**src/rtl/data_mem_pkg.sv**
```systemverilog
// Shared definitions for the data memory arbiter: FSM encoding, default
// memory geometry and the requester port indices.
package data_mem_pkg;

    typedef enum logic [1:0] {
        IDLE  = 2'd0,
        ISSUE = 2'd1,
        WAIT  = 2'd2,
        RESP  = 2'd3
    } state_t;

    localparam int DEF_MEM_DEPTH = 512;
    localparam int DEF_MEM_LAT   = 1;

    // Latency counter only needs to hold 1..7.
    localparam int LAT_CNT_W = 3;

    localparam int PORT_CPU = 0;
    localparam int PORT_DBG = 1;

endpackage

```
**src/rtl/rr_arb2.sv**
```systemverilog
// Two-way round-robin grant logic. Purely combinational; the priority
// pointer lives in the parent so it only advances on real acceptances.
module rr_arb2
    import data_mem_pkg::*;
(
    input  logic [1:0] req,
    input  logic       prio,
    input  logic       en,
    output logic [1:0] grant
);

    // One-hot grant: a lone requester wins, a tie goes to the pointed-at port.
    always_comb begin
        // NOTE: every output of a combinational block gets a default first so no latch is inferred.
        grant = 2'b00;
        if (en) begin
            if (req[PORT_CPU] && (!req[PORT_DBG] || prio == 1'(PORT_CPU))) begin
                grant[PORT_CPU] = 1'b1;
            end else if (req[PORT_DBG]) begin
                grant[PORT_DBG] = 1'b1;
            end
        end
    end

endmodule

```
**src/rtl/data_mem_arbiter.sv**
```systemverilog
// Shares the single-ported data memory between the CPU load/store stage
// (port 0) and the debug/DMA loader (port 1). One access at a time: grant,
// strobe for one cycle, wait the memory latency, pulse a response.
module data_mem_arbiter
    import data_mem_pkg::*;
#(
    parameter int DATA_W    = 32,
    parameter int ADDR_W    = 32,
    parameter int MEM_DEPTH = DEF_MEM_DEPTH,
    parameter int MEM_LAT   = DEF_MEM_LAT
) (
    input  logic              clk,
    input  logic              rst_n,

    input  logic              REQ0_VALID,
    input  logic              REQ0_WRITE,
    input  logic [ADDR_W-1:0] REQ0_ADDR,
    input  logic [DATA_W-1:0] REQ0_WDATA,
    output logic              REQ0_READY,
    output logic              RSP0_VALID,
    output logic [DATA_W-1:0] RSP0_RDATA,
    output logic              RSP0_ERR,

    input  logic              REQ1_VALID,
    input  logic              REQ1_WRITE,
    input  logic [ADDR_W-1:0] REQ1_ADDR,
    input  logic [DATA_W-1:0] REQ1_WDATA,
    output logic              REQ1_READY,
    output logic              RSP1_VALID,
    output logic [DATA_W-1:0] RSP1_RDATA,
    output logic              RSP1_ERR,

    output logic [ADDR_W-1:0] MEM_ADDRESS,
    output logic [DATA_W-1:0] MEM_WRITE_DATA,
    output logic              MEM_READ,
    output logic              MEM_WRITE,
    input  logic [DATA_W-1:0] MEM_READ_DATA
);

    localparam logic [ADDR_W-1:0]    DEPTH_LIM = ADDR_W'(MEM_DEPTH);
    localparam logic [LAT_CNT_W-1:0] LAT_LOAD  = LAT_CNT_W'(MEM_LAT);
    localparam logic [LAT_CNT_W-1:0] CNT_ONE   = LAT_CNT_W'(1);

    state_t                      state_q, state_d;
    logic                        prio_q, prio_d;
    logic                        owner_q, owner_d;
    logic                        write_q, write_d;
    logic [LAT_CNT_W-1:0]        cnt_q, cnt_d;
    logic                        mem_read_q, mem_read_d;
    logic                        mem_write_q, mem_write_d;
    logic [ADDR_W-1:0]           mem_addr_q, mem_addr_d;
    logic [DATA_W-1:0]           mem_wdata_q, mem_wdata_d;
    logic [1:0]                  rsp_valid_q, rsp_valid_d;
    logic [1:0]                  rsp_err_q, rsp_err_d;
    logic [1:0][DATA_W-1:0]      rsp_rdata_q, rsp_rdata_d;

    logic [1:0]                  grant;
    logic                        sel;
    logic                        req_write;
    logic [ADDR_W-1:0]           req_addr;
    logic [DATA_W-1:0]           req_wdata;

    rr_arb2 u_arb (
        .req   ({REQ1_VALID, REQ0_VALID}),
        .prio  (prio_q),
        .en    (state_q == IDLE),
        .grant (grant)
    );

    assign REQ0_READY = grant[PORT_CPU];
    assign REQ1_READY = grant[PORT_DBG];

    // Fields of whichever port won this cycle.
    assign sel       = grant[PORT_DBG];
    assign req_write = sel ? REQ1_WRITE : REQ0_WRITE;
    assign req_addr  = sel ? REQ1_ADDR  : REQ0_ADDR;
    assign req_wdata = sel ? REQ1_WDATA : REQ0_WDATA;

    // Next-state and next-output computation; every visible output is registered.
    always_comb begin
        state_d     = state_q;
        prio_d      = prio_q;
        owner_d     = owner_q;
        write_d     = write_q;
        cnt_d       = cnt_q;
        mem_read_d  = 1'b0;
        mem_write_d = 1'b0;
        mem_addr_d  = mem_addr_q;
        mem_wdata_d = mem_wdata_q;
        rsp_valid_d = 2'b00;
        rsp_err_d   = 2'b00;
        rsp_rdata_d = '0;

        case (state_q)
            IDLE: begin
                if (|grant) begin
                    owner_d = sel;
                    write_d = req_write;
                    prio_d  = ~sel;
                    if (req_addr >= DEPTH_LIM) begin
                        // Out of range: answer immediately, never touch the memory.
                        state_d        = RESP;
                        rsp_valid_d[sel] = 1'b1;
                        rsp_err_d[sel]   = 1'b1;
                    end else begin
                        state_d     = ISSUE;
                        mem_read_d  = ~req_write;
                        mem_write_d = req_write;
                        mem_addr_d  = req_addr;
                        mem_wdata_d = req_wdata;
                    end
                end
            end
            ISSUE: begin
                cnt_d   = LAT_LOAD;
                state_d = WAIT;
            end
            WAIT: begin
                cnt_d = cnt_q - CNT_ONE;
                if (cnt_q == CNT_ONE) begin
                    state_d              = RESP;
                    rsp_valid_d[owner_q] = 1'b1;
                    rsp_rdata_d[owner_q] = write_q ? '0 : MEM_READ_DATA;
                end
            end
            RESP: begin
                state_d = IDLE;
            end
            default: begin
                state_d = IDLE;
            end
        endcase
    end

    // State and output registers with synchronous active-low reset.
    always_ff @(posedge clk) begin
        // NOTE: sequential state uses non-blocking assignments so all registers update together at the edge.
        if (!rst_n) begin
            state_q     <= IDLE;
            prio_q      <= 1'(PORT_CPU);
            owner_q     <= 1'b0;
            write_q     <= 1'b0;
            cnt_q       <= '0;
            mem_read_q  <= 1'b0;
            mem_write_q <= 1'b0;
            mem_addr_q  <= '0;
            mem_wdata_q <= '0;
            rsp_valid_q <= 2'b00;
            rsp_err_q   <= 2'b00;
            rsp_rdata_q <= '0;
        end else begin
            state_q     <= state_d;
            prio_q      <= prio_d;
            owner_q     <= owner_d;
            write_q     <= write_d;
            cnt_q       <= cnt_d;
            mem_read_q  <= mem_read_d;
            mem_write_q <= mem_write_d;
            mem_addr_q  <= mem_addr_d;
            mem_wdata_q <= mem_wdata_d;
            rsp_valid_q <= rsp_valid_d;
            rsp_err_q   <= rsp_err_d;
            rsp_rdata_q <= rsp_rdata_d;
        end
    end

    assign MEM_READ       = mem_read_q;
    assign MEM_WRITE      = mem_write_q;
    assign MEM_ADDRESS    = mem_addr_q;
    assign MEM_WRITE_DATA = mem_wdata_q;

    assign RSP0_VALID = rsp_valid_q[PORT_CPU];
    assign RSP0_ERR   = rsp_err_q[PORT_CPU];
    assign RSP0_RDATA = rsp_rdata_q[PORT_CPU];
    assign RSP1_VALID = rsp_valid_q[PORT_DBG];
    assign RSP1_ERR   = rsp_err_q[PORT_DBG];
    assign RSP1_RDATA = rsp_rdata_q[PORT_DBG];

endmodule

```
**config.mk**
```make
export PLATFORM = sky130hd
export DESIGN_NAME = data_mem_arbiter
export DESIGN_NICKNAME = d
export VERILOG_FILES = /design/src/rtl/data_mem_pkg.sv /design/src/rtl/rr_arb2.sv /design/src/rtl/data_mem_arbiter.sv
export SDC_FILE = /design/constraint.sdc
export NUM_CORES = 1
export LEC_CHECK = 0
export BUFFER_PORTS_ARGS = -buffer_cell sky130_fd_sc_hd__buf_2
export CELL_PAD_IN_SITES_DETAIL_PLACEMENT = 1
export CELL_PAD_IN_SITES_GLOBAL_PLACEMENT = 2
export CORE_ASPECT_RATIO = 1.25
export CORE_MARGIN = 8
export CORE_UTILIZATION = 26
export CTS_CLUSTER_SIZE = 25
export DETAILED_ROUTE_END_ITERATION = 10
export GPL_ROUTABILITY_DRIVEN = 0
export PLACE_DENSITY_LB_ADDON = 0.15
export SYNTH_ARGS = -nofsm -noshare
export SYNTH_HDL_FRONTEND = slang
export SYNTH_SLANG_ARGS = --single-unit
```
**constraint.sdc**
```tcl
create_clock -name clk -period 2.59 [get_ports clk]
set_input_delay 0.259 -clock clk [delete_from_list [all_inputs] [get_ports clk]]
set_output_delay 0.259 -clock clk [all_outputs]
set_load 0.1 [all_outputs]
```
Word-level counts from Yosys, hierarchy flattened
Index checks and enable logic that the tools add are counted.

Reduce and logical (&&, ||, !) cells: 14. Bitwise logic cells: 8. Muxes and demuxes: 23. $add $sub $neg: 1. Equal/unequal tests: 6. Magnitude comparators: 5.

Operator list (count): $mux 32 (4); $and 64x64->64 (1); $demux 32 s1 (1); $ge 32x10->1 const B (1); $mux 2 (7); $pmux 2 s4 (1); $not 1->1 (7); $mux 1 (6); $pmux 3 s2 (1); $reduce_and 2->1 (3); $reduce_and 3->1 (2); $eq 2x2->1 const B (2); $lt 1x2->1 const B (2); $ne 2x2->1 const B (2); $pmux 2 s2 (1); $reduce_or 4->1 (1); $eq 3x1->1 const B (1); $logic_and 1x1->1 (3); $sub 3x1->3 const B (1); $demux 1 s1 (2); $eq 2x1->1 const B (1); $ge 1x1->1 const B (2); $logic_not 2->1 (1); $reduce_bool 2->1 (1); other kinds (3) (3).

Logic and storage cells: 70. Register bits: 142. Output and inout bits: 136.

Logic depth before layout (Yosys ltp)
Depth in word-level cells: 12. Depth in mapped cells: 9. Mapped depth without buffers: 7.

Hierarchy
A second synthesis with hierarchy kept.

Cell total of the unflattened synthesis: 511. Area, all modules: 5271.3 sq um.

By module, submodules not included: data_mem_arbiter (cells an instance 506, area each 5250.0 sq um, sequential area each 2842.7 sq um, times used 1); rr_arb2 (cells an instance 5, area each 21.3 sq um, sequential area each 0.0 sq um, times used 1).

Worst setup path before layout
Ideal clock, no wire load.

Kind: flip-flop to flip-flop. From: register state_q[0]. To: register rsp_valid_q[0]. Setup slack: -0.083 ns. Arrival: 2.601 ns. Period minus slack after synthesis: 2.673 ns. Cell stages (with the launch flop): 7. Data required time: 2.517 ns. Cell sequence: dfxtp_1 -> inv_1 -> ha_1 -> nand2_1 -> a21oi_1 -> o21ai_1 -> a21oi_1.

RTL lines: start: declaration (line data_mem_arbiter.sv:44) `state_t state_q, state_d;`; start signal: assignment (line data_mem_arbiter.sv:152) `state_q <= state_d;`; $logic_not 2->1 (line data_mem_arbiter.sv:66) `.en (state_q == IDLE),`; $mux 2 (line rr_arb2.sv:16) `if (en) begin`; net REQ0_READY (line data_mem_arbiter.sv:19) `output logic REQ0_READY,`; $reduce_or 2->1 (line data_mem_arbiter.sv:96) `if (|grant) begin`; $mux 2 (line data_mem_arbiter.sv:96); $pmux 2 s2 (line data_mem_arbiter.sv:94) `case (state_q)`; end signal: assignment (line data_mem_arbiter.sv:161) `rsp_valid_q <= rsp_valid_d;`; end: declaration (line data_mem_arbiter.sv:53) `logic [1:0] rsp_valid_q, rsp_valid_d;`.

The timed path passes the listed nets, and every way through them passes these cells. A chain may end at the register's enable or synchronous reset.

Worst setup path in the final report
From: register state_q[1]. To: output port REQ1_READY.

Longest elaborated chain between the ends: 2.

RTL lines: $logic_not 2->1 (line data_mem_arbiter.sv:66); $mux 2 (line rr_arb2.sv:16); end: declaration (line data_mem_arbiter.sv:28) `output logic REQ1_READY,`.

Every way passes these cells.

==> flow_metrics.tcl <==
set metrics [dict create \
    fin_clk_skew_ns 0.0102 \
    count_of_standard_cell_rows 59 \
    cts_root_buffer "sky130_fd_sc_hd__clkbuf_16" \
    crit_type "flop to output port" \
    deepest_clock_path_buffer_count 2 \
    synth_top_area_cell "sky130_fd_sc_hd__dfxtp_1" \
    crit_chain "inv_1 -> ha_1 -> nand2_4 -> nor2_8 -> buf_12 -> buf_12" \
    outcome "completed" \
    cts-resized-gates 0 \
    route.detailed.vias_per_inst 4.63 \
    critical-path-slowest-cell "sky130_fd_sc_hd__dfxtp_1" \
    start_util_pct 26.4 \
    cp.required_ns 2.33 \
    port-buffer-count 301 \
    crit_top_cell "sky130_fd_sc_hd__buf_12" \
    timing.critical_path.buf_inv 3 \
    clk_transition_reported_paths_ns 0.06 \
    area_delta_synth_final_pct 43.4 \
    delay_heaviest_family_cp "buffers and inverters" \
    numCtsBuffers 17 \
    grt_antenna_before_repair 2 \
    period_needed_ns 2.36 \
    powerDensity_nw_per_um2 797 \
    worst-slew-pin-transition_ns 0.750 \
    cts_hold_buffers 0 \
    drc 0 \
    critical_path_arrival_ns 2.10 \
    report.final.setup_viol 0 \
    syn-instance-count 484 \
    cts_setup_buffers 0 \
    tns_ns 0 \
    synth_area_per_cell_um2 11.3 \
    gr-usage-met3_pct 5.48 \
    syn_nets 655 \
    timing.final.hold_violations 0 \
    synth.most_common_cell "sky130_fd_sc_hd__dfxtp_1" \
    fp.coreArea_um2 20700 \
    via_count 4893 \
    synth_flop_cell "sky130_fd_sc_hd__dfxtp_1" \
    grt_pass1_vias 5484 \
    clk_latency_ns 0.41 \
    grt_start_max_net_pins 65 \
    grt_pass1_wl_um 31100 \
    synth.cell_area_um2 5480 \
    async_reset_ff_share_pct 0 \
    drt-pass1-iter-count 4 \
    detail_route.wirelength_um 19700 \
    gr_usage_total_pct 14.8 \
    post_route_cells_drive_above_1_share_pct 50.9 \
    yosys-top-cells-count "sky130_fd_sc_hd__dfxtp_1, sky130_fd_sc_hd__and3_1, sky130_fd_sc_hd__a31oi_1" \
    routed_wire_length_per_instance_um 18.6 \
    slew_headroom_pct 50.0 \
    met1_usage_in_global_routing_pct 16.5 \
    postRouteAntennaNets 0 \
    synth_edf_count 0 \
    detailed_place_hpwl_um 15100 \
    finalNetCount 940 \
    synth_area_leaders "sky130_fd_sc_hd__dfxtp_1, sky130_fd_sc_hd__a311oi_2, sky130_fd_sc_hd__and3_1" \
    global_route.overflow_total 0 \
    worst_ir_drop_vdd_mv 0.412 \
    fin_worst_hold_slack_ns 0.0811 \
    h-tree-depth 4 \
    final_min_period_over_clock_period_pct 91.1 \
    boundaryPins 302 \
    yosysTopAreaCellShare_pct 51.8 \
    gr-max-usage-layer "met2" \
    post_synthesis_sequential_area_ratio_pct 51.8 \
    cap_viol_max_count 0 \
    hold_path_class "input pin to flop" \
    timing.critical_path.slowest_cell_delay_ns 0.32 \
    netlist-cell-type-count 39 \
    yosys_warnings 0 \
    slew_violations 0 \
    die_outline_width_um 146 \
    synth-seq-cells 142 \
    crit_fanout 42 \
    design_power_total_mw 6.27 \
    static-leakage-power_nw 3.86 \
    die_height_um 178 \
    drt-initial-drc-count 145 \
    achievable-frequency_mhz 424 \
    grtUsageMet2_pct 26.4 \
    dieArea_um2 26000 \
    rsz0062_at_grt "no" \
    cts_tree "built" \
    startpoint_type "flop" \
    numClockSinks 142 \
    endpoint_kind "output port" \
]
## metal layers
| metal | wire length (µm) | part of all wire, % |
|---|---|---|
| met1 | 7940 | 40 |
| met2 | 10200 | 52 |
| met4 | 198 | 1.0 |
| met3 | 1350 | 6.9 |
| met5 | 12 | 0.061 |
## layout make-up
class	count	area [µm²]
diodes	1	2.50
clock buffers	18	439
clock inverters	14	145
fillers	2409	12900
inverters	8	30.0
multi-input cells	286	2370
flip-flops and latches	142	2840
well taps	274	343
repair buffers	314	1690
## cell families (layout without fill, tap and decap cells)
family / Yosys count / after routing / share of synthesized area (%)
buffers and inverters: 56 / 354 / 5.29
muxes: 46 / 46 / 8.97
AOI/OAI and AO/OA: 103 / 103 / 17.8
adders and majority gates: 5 / 5 / 1.14
DFF: 142 / 142 / 51.8
and+or+nand+nor: 132 / 132 / 14.9
other: 0 / 1 / 0
## stage by stage
step / utilization (%) / cells / area (µm²) / worst slack, ns
after floorplan: - / 484 / 5490 / 0.598
after global placement: 35.1 / 1024 / 7280 / 0.311
after detailed placement: 35.1 / 1024 / 7280 / 0.254
after CTS: 37.9 / 1056 / 7860 / 0.188
after global routing: 37.9 / 1057 / 7860 / 0.0840
final: 37.9 / 1057 / 7860 / 0.229
## where the power goes
| group | internal [mW] | switching [mW] | total (mW) |
|---|---|---|---|
| Clock | 1.38 | 1.02 | 2.40 |
| Combinational | 0.484 | 1.09 | 1.57 |
| Sequential | 2.26 | 0.0371 | 2.30 |
## registers in the layout (all words and copies together) (netlist names), 2 cells and up
name,cells
rsp_valid_q,2
cnt_q,3
state_q,2
RSP1_RDATA,32
MEM_ADDRESS,32
MEM_WRITE_DATA,32
rsp_err_q,2
RSP0_RDATA,32
## worst reg2reg max path, cell delays in order, from the launching register on
cell and delay [ns]:
sky130_fd_sc_hd__dfxtp_1 0.32, sky130_fd_sc_hd__inv_1 0.10, sky130_fd_sc_hd__ha_1 0.31, sky130_fd_sc_hd__nand2_4 0.12, sky130_fd_sc_hd__nor2_8 0.26, sky130_fd_sc_hd__mux2_2 0.44, sky130_fd_sc_hd__nor2_8 0.26, sky130_fd_sc_hd__buf_12 0.23
sky130_fd_sc_hd__a311oi_2 0.13
## placed cells by master (no fill, tap or decap), drive strengths merged
cell type,instances
a211oi,2
a21oi,5
a22oi,1
a311oi,41
a31oi,43
a32oi,1
and2,1
and2b,1
and3,89
buf,314
bufinv,1
clkbuf,18
clkinv,1
clkinvlp,3
dfxtp,142
diode,1
ha,5
inv,17
mux2,2
mux2i,44
nand2,4
nand2b,1
nand3,3
nand4,2
nor2,16
nor2b,1
nor3,4
nor3b,1
nor4,9
o21a,2
o21ai,7
o22ai,1
## path summary, 6_finish.rpt
check / slack, ns / endpoint / cells after the start / start
setup / recovery: 0.23 / REQ1_READY / 6 / state_q[1]
setup reg to reg: 0.26 / MEM_ADDRESS[8] / 8 / state_q[1]
hold reg to reg: 0.48 / MEM_ADDRESS[31] / 1 / MEM_ADDRESS[31]
hold / removal: 0.08 / RSP0_RDATA[28] / 2 / MEM_READ_DATA[28]
Power figures use the tool's default switching activity.
